$ cat src/rtl/mul_div_unit.sv
// 8051 MUL AB / DIV AB engine: shift-add multiplier and restoring divider
// sharing one 8-iteration sequencer; flags feed the PSW on the done cycle.
module mul_div_unit #(
    parameter logic [1:0] PSW_NOP   = 2'b00,
    parameter logic [1:0] PSW_CY_OV = 2'b01
) (
    input  logic       clock,
    input  logic       reset,
    input  logic       start,
    input  logic       op,
    input  logic [7:0] acc_in,
    input  logic [7:0] b_in,
    output logic       busy,
    output logic       done,
    output logic [7:0] acc_out,
    output logic [7:0] b_out,
    output logic       carry_out,
    output logic       overflow_out,
    output logic [1:0] psw_set
);

    typedef enum logic [1:0] {
        IDLE = 2'd0,
        CALC = 2'd1,
        DONE = 2'd2
    } state_t;

    // Handshake: start is accepted on a rising edge only in IDLE or DONE;
    // done is a one-cycle pulse and the result ports hold until the next done.

    state_t      state, state_next;
    logic        op_q;
    logic [7:0]  hi_q, lo_q, b_q, a_q;
    logic [2:0]  count_q;
    logic        accept;

    logic [8:0]  mul_sum;
    logic [8:0]  div_shift;
    logic [7:0]  div_diff;
    logic        div_ok;
    logic [7:0]  hi_next, lo_next;

    assign accept    = start && (state == IDLE || state == DONE);
    assign carry_out = 1'b0;

    always_ff @(posedge clock) begin
        if (reset) begin
            state <= IDLE;
        end else begin
            state <= state_next;
        end
    end

    always_comb begin
        state_next = state;
        busy       = 1'b0;
        done       = 1'b0;
        psw_set    = PSW_NOP;
        case (state)
            IDLE: begin
                if (start) state_next = CALC;
            end
            CALC: begin
                busy = 1'b1;
                if (count_q == 3'd0) state_next = DONE;
            end
            DONE: begin
                done       = 1'b1;
                psw_set    = PSW_CY_OV;
                state_next = start ? CALC : IDLE;
            end
            default: state_next = IDLE;
        endcase
    end

    // hi_q:lo_q is the 16-bit partial product for MUL, remainder:dividend for DIV.
    always_comb begin
        mul_sum   = {1'b0, hi_q} + (lo_q[0] ? {1'b0, b_q} : 9'd0);
        div_shift = {hi_q, lo_q[7]};
        div_ok    = (div_shift >= {1'b0, b_q});
        div_diff  = div_shift[7:0] - b_q;
        if (op_q) begin
            hi_next = div_ok ? div_diff : div_shift[7:0];
            lo_next = {lo_q[6:0], div_ok};
        end else begin
            hi_next = mul_sum[8:1];
            lo_next = {mul_sum[0], lo_q[7:1]};
        end
    end

    always_ff @(posedge clock) begin
        if (reset) begin
            op_q         <= 1'b0;
            hi_q         <= 8'h00;
            lo_q         <= 8'h00;
            a_q          <= 8'h00;
            b_q          <= 8'h00;
            count_q      <= 3'd0;
            acc_out      <= 8'h00;
            b_out        <= 8'h00;
            overflow_out <= 1'b0;
        end else if (accept) begin
            op_q    <= op;
            lo_q    <= acc_in;
            a_q     <= acc_in;
            b_q     <= b_in;
            hi_q    <= 8'h00;
            count_q <= 3'd7;
        end else if (state == CALC) begin
            hi_q    <= hi_next;
            lo_q    <= lo_next;
            count_q <= count_q - 3'd1;
            if (count_q == 3'd0) begin
                if (op_q && b_q == 8'h00) begin
                    // Divide by zero: 8051 leaves an undefined result; report OV.
                    acc_out      <= 8'hFF;
                    b_out        <= a_q;
                    overflow_out <= 1'b1;
                end else begin
                    acc_out      <= lo_next;
                    b_out        <= hi_next;
                    overflow_out <= !op_q && (hi_next != 8'h00);
                end
            end
        end
    end

endmodule
$ cat config.mk
export PLATFORM = sky130hd
export DESIGN_NAME = mul_div_unit
export DESIGN_NICKNAME = d
export VERILOG_FILES = /design/src/rtl/mul_div_unit.sv
export SDC_FILE = /design/constraint.sdc
export NUM_CORES = 1
export LEC_CHECK = 0
export ABC_AREA = 1
export CORE_UTILIZATION = 52
export CTS_BUF_LIST = sky130_fd_sc_hd__clkbuf_8
export DETAILED_ROUTE_END_ITERATION = 8
export PLACE_DENSITY_LB_ADDON = 0.2
export SKIP_CTS_REPAIR_TIMING = 1
export SLEW_MARGIN = 10
export SYNTH_ARGS = -nofsm -noshare
export SYNTH_HDL_FRONTEND = slang
export SYNTH_SLANG_ARGS = --single-unit
$ cat constraint.sdc
create_clock -name clock -period 2.25 [get_ports clock]
set_clock_uncertainty 0.1 [all_clocks]
set_input_delay 0.45 -clock clock [delete_from_list [all_inputs] [get_ports clock]]
set_output_delay 0.45 -clock clock [all_outputs]
set_load 0.005 [all_outputs]
### Word level (Yosys, flattened, before mapping)

Cells that the tools add are included.

| word-level totals | value |
|---|---|
| register bits | 55 |
| output and inout bits | 22 |
| logic and storage cells | 50 |

| operators by class | value |
|---|---|
| $add $sub $neg | 3 |
| $lt $le $gt $ge | 1 |
| equality and inequality tests | 4 |
| muxes and demuxes | 18 |
| bitwise gates (word level) | 1 |
| reductions and logical operators | 13 |

Operators by type and width:

| operator | number |
|---|---|
| 2-to-1 mux 8 bit | 8 |
| adder 8 x 8 -> 9 bit | 1 |
| >= comparator 9 x 8 -> 1 bit | 1 |
| logical NOT 8 bit | 1 |
| nonzero test 8 bit | 1 |
| subtractor 8 bit | 1 |
| 2-to-1 mux 3 bit | 2 |
| one-hot mux 2 bit (3 select lines) | 1 |
| 2-to-1 mux 1 bit | 5 |
| 2-to-1 mux 2 bit | 2 |
| logical AND 1 bit | 3 |
| logical NOT 3 bit | 1 |
| AND reduction 3 bit | 1 |
| subtractor 3 x 1 -> 3 bit, second input constant | 1 |
| == test 2 x 1 -> 1 bit, second input constant | 1 |
| == test 2 bit, second input constant | 1 |
| logical NOT 2 bit | 1 |
| != test 2 x 1 -> 1 bit, second input constant | 1 |
| != test 2 bit, second input constant | 1 |
| AND reduction 2 bit | 1 |
| nonzero test 2 bit | 1 |
| OR reduction 2 bit | 1 |
| logical NOT 1 bit | 1 |
| logical OR 1 bit | 1 |
| NOT 1 bit | 1 |

### Logic depth before layout (Yosys ltp)

Gate-level depths: netlist (run 1).

| depth | value |
|---|---|
| depth in word-level cells | 6 |
| depth in mapped cells | 18 |
| mapped depth without buffers | 17 |

### Worst setup path before layout (run 1)

OpenSTA, ideal clock, no wires.

| path | value |
|---|---|
| kind | register to register |
| start point | register lo_q[0] |
| end point | register b_out[7] |
| setup time | 129 ps |
| arrival | 1974 ps |
| slack | 47 ps |
| cell stages (with the launch flop) | 17 |
| buffers on the path | 1 |
| clock period less this slack | 2203 ps |
| path through | dfxtp_1 -> clkbuf_1 -> nand2_1 -> inv_1 -> ha_1 -> fa_1 -> nand4_1 -> nand3_1 -> nand2_1 -> nand2_1 -> nand2_1 -> nand2_1 -> nand2_1 -> nand2_1 -> nor2_1 -> a2bb2oi_1 -> nor2_1 |

| between the ends | value |
|---|---|
| word-level cells in the longest chain between the ends | 4 |

RTL lines:

| what | line | RTL |
|---|---|---|
| from (decl) | 33 | `logic [7:0] hi_q, lo_q, b_q, a_q;` |
| from (signal assigned) | 104 | `lo_q <= acc_in;` |
| from (signal assigned) | 111 | `lo_q <= lo_next;` |
| 2-to-1 mux 8 bit | 78 | `mul_sum = {1'b0, hi_q} + (lo_q[0] ? {1'b0, b_q} : 9'd0);` |
| adder 8 x 8 -> 9 bit | 78 |  |
| 2-to-1 mux 8 bit | 82 | `if (op_q) begin` |
| 2-to-1 mux 8 bit | 114 | `if (op_q && b_q == 8'h00) begin` |
| to (signal assigned) | 117 | `b_out <= a_q;` |
| to (signal assigned) | 121 | `b_out <= hi_next;` |
| to (decl) | 16 | `output logic [7:0] b_out,` |

Every way passes these cells.
A chain may end at the register's enable or synchronous reset.

### Worst setup path in the final report (run 1)

| path | value |
|---|---|
| start point | register lo_q[0] |
| end point | register overflow_out |

| between the ends | value |
|---|---|
| word-level cells in the longest chain between the ends | 6 |

RTL lines:

| what | line | RTL |
|---|---|---|
| 2-to-1 mux 8 bit | 78 |  |
| adder 8 x 8 -> 9 bit | 78 |  |
| 2-to-1 mux 8 bit | 82 |  |
| nonzero test 8 bit | 122 | `overflow_out <= !op_q && (hi_next != 8'h00);` |
| logical AND 1 bit | 122 |  |
| 2-to-1 mux 1 bit | 114 |  |
| to (signal assigned) | 122 |  |
| to (decl) | 18 | `output logic overflow_out,` |

Every way passes these cells.

==> summary.md, run 1 <==
Delay of the slowest cell on the worst path: 0.39 ns. The run gives 3173 µm² as the total standard cell area after synthesis. Data on the critical path arrives at its endpoint at 2.37 ns.

The tools report the via count of the first global-routing pass as 3,121. Along the worst path, the maximum fanout reaches 7. The least setup slack across all paths after layout is -0.01063 ns, and the number of synthesized flops with an enable pin is 0.

For this design the ratio of total power to cell area is 657.8 nW/µm². The tree is rooted in a clkbuf_8. Clock-pin slew was measured on the worst setup and hold paths at 0.11 ns.

Summed over all instances, the cell type with the most area after synthesis is dfxtp_1. IR analysis of the VDD net gives a maximum drop of 0.5899 mV. For the estimated wirelength of the detail-placed design, the log shows 6799 µm. For this block, the via count after detailed routing is 3,483. The post-synthesis async set-or-reset flop share is 0. The synthesized area per cell came out at 6.883 µm².

The master of the slowest instance on the critical path was dfxtp_4. The run gives 0.32 ns as the insertion delay of the later-clocked pin in the worst-skew pair. For this run, the leading register cell type out of synthesis is dfxtp_1.

The clock tree synthesis step divided the H-tree into 2 levels. The sequential fraction of the synthesis area was 0.3470. The critical path goes through nand2_1 > inv_1 > ha_2 > fa_2 > buf_4 > xnor2_1 > nand2_1 > nand3_1 > nand2_1 > nor2_2 > nand3_2 > nand2_2 > a21oi_2.

Path type of the worst min-delay path: reg -> reg. The run gives 0 as the count of final max-slew check failures. Setup repair after global routing could not meet its margin everywhere. The worst setup path is of the reg -> reg kind. After synthesis the netlist holds a flip-flop and latch count of 55. TritonCTS built the clock tree.

Internal power comes to 1.828 mW. After global routing the overflow that remains totals 0. The routed design could run at a clock period as short as 2.261 ns. The number of max-capacitance violations reported was 0; the full die area was 6418 µm². The largest net degree at the start of global routing came out at 27. Number of port buffers: 39. The tools report the startpoint type of the worst setup path as a flip-flop. The type of destination of the critical path was a flip-flop. For the pin with the worst max-slew slack, the measured transition is 0.5646 ns. The leakage power of the design is 1.970 nW. The library cell used most frequently in the layout, excluding fill and tap cells, is nand2_1. The fraction of final layout cells sized beyond drive strength 1 is 0.2939, and the cell count after synthesis is 461. After the first detailed-routing iteration, the DRC count stood at 254.

Fraction of power consumed by combinational cells: 0.419. The number of antenna diodes in the final layout is 0. The run gives 616 as the final cell count without fillers.

The area growth from synthesis to layout was 38.96%; the layout net count was 580. The number of clock buffers added by TritonCTS is 5. The first global-routing pass estimated 14,410 µm of wire. The sequential cell fraction of total power came out at 0.388. Setup slack on the worst reg-to-reg path comes out at -0.01 ns. The initial antenna violation count came out at 0. The top cell types in the final layout, fill and taps aside, are nand2_1 (108), buf_4 (50), a21oi_1 (41), dfxtp_1 (41), inv_1 (40). The vias per cell is 5.654, and the boundary pin count is 42. Setup total negative slack on the finished layout was measured at -0.01063 ns. The worst register-to-register path has a depth of 13. At the end of routability-driven placement, the weighted congestion stood at 0.9039. The die is 80.12 µm tall. The run gives 4409 µm² as the final non-filler cell area.

The final routed wirelength across all metal layers came out at 9736 µm. Summed over all nets, the switching power comes to 1.072 mW. The core region is 5886 µm². The startpoint identified for the worst register-to-register timing path is lo_q[0].

The final clock period utilization by the worst path works out to 1.005. The run finished, with violations left. Static timing analysis puts the maximum clock frequency at 442.4 MHz. The iteration count of the initial detailed-routing pass was 5; the number of sinks handled by clock tree synthesis was 55. The tools report the total count of hold-check failures in the final report as 0. The tools report the clock group share of total power as 0.193. The critical hold path startpoint was b_out[1]. The tools report the DRC violations left as 0. By area the synthesized netlist is led by dfxtp_1 (35%), nand2_1 (15%), a21oi_1 (7.1%), ha_1 (7.1%), inv_1 (6.0%). The headroom to the max-slew limit was 0.6232; the number of unique standard cell types used by synthesis was 35.

The share of the synthesized area in the top cell type works out to 0.3470. Among the stages of the critical path, the cell type that occurs most often is nand2_1. In the final routed layout, each cell accounts on average for 15.81 µm. Summing all placed instances gives a cell area of 3870 µm².

The utilization after layout was 0.7492; the maximum clock path buffer count was 2. The run gives 2.36 ns as the required time at the endpoint of the critical path. For the count of warnings emitted by yosys, the log shows 0.

The number of rows created at floorplan was 28. The starting utilization of the core area was 0.5391. The checks that failed: setup timing. For hold timing, the worst endpoint is b_out[1].

The logs give 0.3749 ns for the post-route worst hold slack and 0 for the number of routed nets with antenna violations. The total setup violations reported at the end of the flow is 1, and the horizontal extent of the die is 80.12 µm. Including well taps, the total number of placed cells is 596. The worst hold path stage count is 2.

The net switching share of the total power was 0.3696; the global routing usage summed across all routing layers was 0.2952. The tools report the endpoint of the worst register-to-register path as overflow_out.
-- how the worst max path moves through the flow --
stage,start,cells after the start,slack [ns],end
after floorplan,lo_q[0],16,0.05,b_out[7]
after global placement,lo_q[0],14,-0.12,overflow_out
after detailed placement,lo_q[0],16,-0.11,overflow_out
after CTS,lo_q[0],14,-0.14,overflow_out
after global routing,lo_q[0],16,-0.14,overflow_out
final,lo_q[0],13,-0.01,overflow_out
-- per-layer routing --
| metal | global-route usage | up-vias | wire (µm) |
|---|---|---|---|
| li1 | - | 1675 | - |
| met2 | 0.5026 | 147 | 4847 |
| met4 | 0.1339 | 0 | 302 |
| met5 | 0 | - | 0 |
| met3 | 0.03523 | 31 | 617 |
| met1 | 0.3723 | 1630 | 3968 |
-- metrics by stage --
step | power, mW | worst slack, ns
2_1_floorplan | 1.722 | 0.04722
3_3_place_gp | 2.080 | -0.1187
5_1_grt | 3.042 | -0.1419
3_5_place_dp | 2.098 | -0.1116
4_1_cts | 2.648 | -0.1386
6_report | 2.900 | -0.01063
-- cell type report --
type,instances,area [µm²]
clock buffer,5,68.82
clock inverter,3,25.02
fill,463,1476
inverter,56,210.2
multi-input combinational,332,2113
sequential,55,1121
tap,75,93.84
timing repair buffer,90,777.0
-- cells by family after synthesis --
kind of cell               after synthesis  share of synthesized area
xor gates and xnor gates                 5                    0.01380
DFF                                     55                     0.3470
adders and majority gates               20                    0.08360
other                                    1                   0.001182
AOI/OAI and AO/OA                      109                     0.1889
buffers and inverters                   75                    0.09266
and+or+nand+nor                        196                     0.2729
-- power groups by stage --
stage | registers, mW | clock network (mW) | logic (mW)
final | 1.13 | 0.560 | 1.21
after global placement | 1.13 | 0 | 0.952
after CTS | 1.11 | 0.566 | 0.974
after detailed placement | 1.13 | 0 | 0.967
after global routing | 1.13 | 0.598 | 1.31
after floorplan | 1.12 | 0 | 0.600
-- cells in the mapped netlist (4+ instances only) --
cell type,instances
xnor2_1,5
clkbuf_1,14
o21ai_1,6
inv_2,4
inv_1,51
a21oi_1,45
nor2_2,8
nand2_1,123
nand4_1,12
nand3_1,17
a31oi_1,12
dfxtp_1,55
o21ai_0,33
ha_1,18
nor2_1,25
-- critical path, delay by kind of cell, from the launching register on --
| family | cells | cell delay, ns |
|---|---|---|
| simple gates | 7 | 0.73 |
| fa+ha+maj | 2 | 0.54 |
| flops | 1 | 0.39 |
| buf+inv | 2 | 0.20 |
| xor+xnor | 1 | 0.14 |
| compound gates | 1 | 0.05 |
-- flip-flops by register name (all words and copies together) (netlist names) --
| register | count |
|---|---|
| hi_q | 8 |
| b_out | 8 |
| b_q | 8 |
| count_q | 3 |
| op_q | 1 |
| lo_q | 8 |
| state | 2 |
| a_q | 8 |
| overflow_out | 1 |
| acc_out | 8 |
(Power assumes the default switching activity.)
==> inputs of run 2 (changes only) <==
--- a/config.mk
+++ b/config.mk
@@ -6,7 +6,8 @@
 export NUM_CORES = 1
 export LEC_CHECK = 0
 export ABC_AREA = 1
-export CORE_UTILIZATION = 52
+export CORE_ASPECT_RATIO = 1.25
+export CORE_UTILIZATION = 57
 export CTS_BUF_LIST = sky130_fd_sc_hd__clkbuf_8
 export DETAILED_ROUTE_END_ITERATION = 8
 export PLACE_DENSITY_LB_ADDON = 0.2
==> constraint.sdc (replaced) <==
create_clock -name clock -period 2.2 [get_ports clock]
set_clock_uncertainty 0.1 [all_clocks]
set_input_delay 0.44 -clock clock [delete_from_list [all_inputs] [get_ports clock]]
set_output_delay 0.44 -clock clock [all_outputs]
set_load 0.005 [all_outputs]
==> summary.md, run 2 (same netlist as run 1, synthesis figures left out) <==
The highest ir drop seen on vdd was 0.7982 mV (+35%). The clock transition time at the flip-flop clock pins of the worst setup and hold paths was 0.11 ns (about the same). The overall via count from detail_route was 3,505 (+0.63%); the least setup slack across all paths after layout was -0.09596 ns (-0.08533 ns). Leaving out fill and tap cells, the most frequent cell in the layout is nand2_1. Required time at the endpoint of the critical path: 2.35 ns (about the same). The global-route wire length before repair was 14,260 µm (-1.0%); the number of routed nets with antenna violations was 0 (unchanged). The number of max-capacitance violations reported was 0 (unchanged).

The final cell count without fillers was 620 (+0.65%); the power density over cell area was 680.9 nW/µm² (+3.5%). The horizontal extent of the die was 68.74 µm (-14%); the slew at the pin closest to its max-slew limit was 0.5251 ns (-0.03947 ns). The vias per cell was 5.653 (about the same); the highest clock rate was 435.5 MHz (-1.5%). The routed wirelength normalized by instance count is 16.67 µm (+5.5%), and the number of filler cells placed in the layout is 357 (-23%). The run finished, with violations left.

The number of port buffers works out to 39 (unchanged). The critical path is of the reg -> reg type. For the maximum clock path buffer count, the log shows 2 (unchanged).

The post-route worst hold slack is 0.3687 ns (-0.006195 ns), and the maximum fanout count along the critical path is 5 (-2). STA classifies the critical path endpoint as a flip-flop. The cell at the root of the clock tree is clkbuf_8. For the DRC violations left, the log shows 0 (unchanged). The count of final max-slew check failures is 0 (unchanged), and the final clock period utilization by the worst path is 1.044 (+0.03889).

The via count of the first global-routing pass came out at 3,154 (+1.1%). TritonCTS built the clock tree. The startpoint type of the worst setup path is a flip-flop. The estimated wirelength of the detail-placed design is 7141 µm (+5.0%), and the layout net count is 595 (+2.6%).

The tools report the starting utilization of the core area as 0.5870 (+0.04792). The tightest min-delay check is of the reg -> reg type. Setup repair after global routing could not meet its margin everywhere. The run gives 0.9367 (+3.6%) as the weighted congestion reported at the end of routability-driven placement.

The logs give 3.100 mW (+6.9%) for the overall power consumption and 5 (unchanged) for the number of buffers added by the clock tree synthesis step. Total instance count after detailed placement: 603 (+1.2%). The largest net degree at the start of global routing came out at 28 (+3.7%). The total count of hold-check failures in the final report is 0 (unchanged), and the leakage power of the design is 2.055 nW (+4.3%). The overall overflow remaining after global route is 0 (unchanged), and the count of antenna diodes in the layout is 0 (unchanged). The tools report the setup TNS as -0.2669 ns (-0.2563 ns). The run gives 10,330 µm (+6.1%) as the final routed wirelength across all metal layers. The checks that failed: setup timing. The headroom to the max-slew limit is 0.6496 (+0.02634), and the vertical die dimension is 85.42 µm (+6.6%). The placeable core region was 5405 µm² (-8.2%); the number of cells traversed by the worst register-to-register path was 14 (+1). The insertion delay of the later-clocked pin in the worst-skew pair is 0.31 ns (about the same). The post-layout minimum cycle time works out to 2.296 ns (+0.03533 ns).

The fraction of final layout cells sized beyond drive strength 1 works out to 0.2968 (+0.002862). For the initial antenna violation count, the log shows 0 (unchanged). The run gives 5871 µm² (-8.5%) as the full die area.

The number of rows created at floorplan is 30 (+7.1%), and the count of H-tree levels built during CTS is 2 (unchanged). The worst hold path stage count was 2 (unchanged). For the setup slack after placement, the log shows -0.1554 ns (-0.04377 ns). Leaving out fill and tap cells, the most frequent cells in the layout are nand2_1 (108), buf_4 (59), dfxtp_1 (44).

Iteration count of the initial detailed-routing pass: 5 (unchanged). For the arrival time reported for the critical path endpoint, the log shows 2.44 ns (+0.07 ns). The number of sinks handled by clock tree synthesis came out at 55 (unchanged). The DRC violation total after the first TritonRoute iteration is 380 (+50%), and the area growth from synthesis to layout is 43.49%.

The logs give 0.3319 (+0.03671) for the global routing usage summed across all routing layers and 4 (+3) for the total setup violations reported at the end of the flow. The boundary pin count was 42 (unchanged).
## run 2: stage by stage
step	utilization	instance area, µm²
after floorplan	-	3178
after global placement	0.7407	4004
after detailed placement	0.7407	4004
after CTS	0.7572	4093
after global routing	0.8424	4553
final	0.8424	4553
## run 2: final cells by class
type | instances | area [µm²] | area share
repair buffers | 105 | 920.9 | 0.2023
clock buffers | 5 | 68.82 | 0.01511
clock inverters | 3 | 20.02 | 0.004397
well taps | 64 | 80.08 | 0.01759
flip-flops and latches | 55 | 1117 | 0.2454
inverters | 56 | 210.2 | 0.04617
multi-input cells | 332 | 2136 | 0.4691
## run 2: path summary, 6_finish.rpt
kind               to    start  slack [ns]
max reg2reg  b_out[5]  lo_q[0]        -0.1
min            a_q[3]   a_q[3]        0.37
min reg2reg    a_q[3]   a_q[3]        0.37
max          b_out[5]  lo_q[0]        -0.1
## run 2: worst max-delay path, stage by stage (launching register included)
cell	delay, ns
dfxtp_4	0.38
nand2_1	0.07
inv_1	0.07
ha_4	0.17
fa_2	0.42
nand4_1	0.13
nand3_1	0.09
nand2_1	0.11
nand3_1	0.10
nand2_2	0.09
nor2_4	0.05
buf_4	0.13
a21oi_1	0.10
o21ai_1	0.09
a21oi_2	0.13
## run 2: metal layers
metal / GRT usage / share of wire / vias to the layer above
li1: - / - / 1699
met1: 0.3668 / 0.38 / 1618
met2: 0.6025 / 0.53 / 142
met3: 0.05242 / 0.048 / 46
met4: 0.1410 / 0.045 / 0
met5: 0 / 0 / -
## run 2: where the power goes
group          internal, mW  switching (mW)  leakage [nW]
sequential             1.08          0.0627         0.455
combinational         0.638           0.739          1.55
clock                 0.225           0.352        0.0460
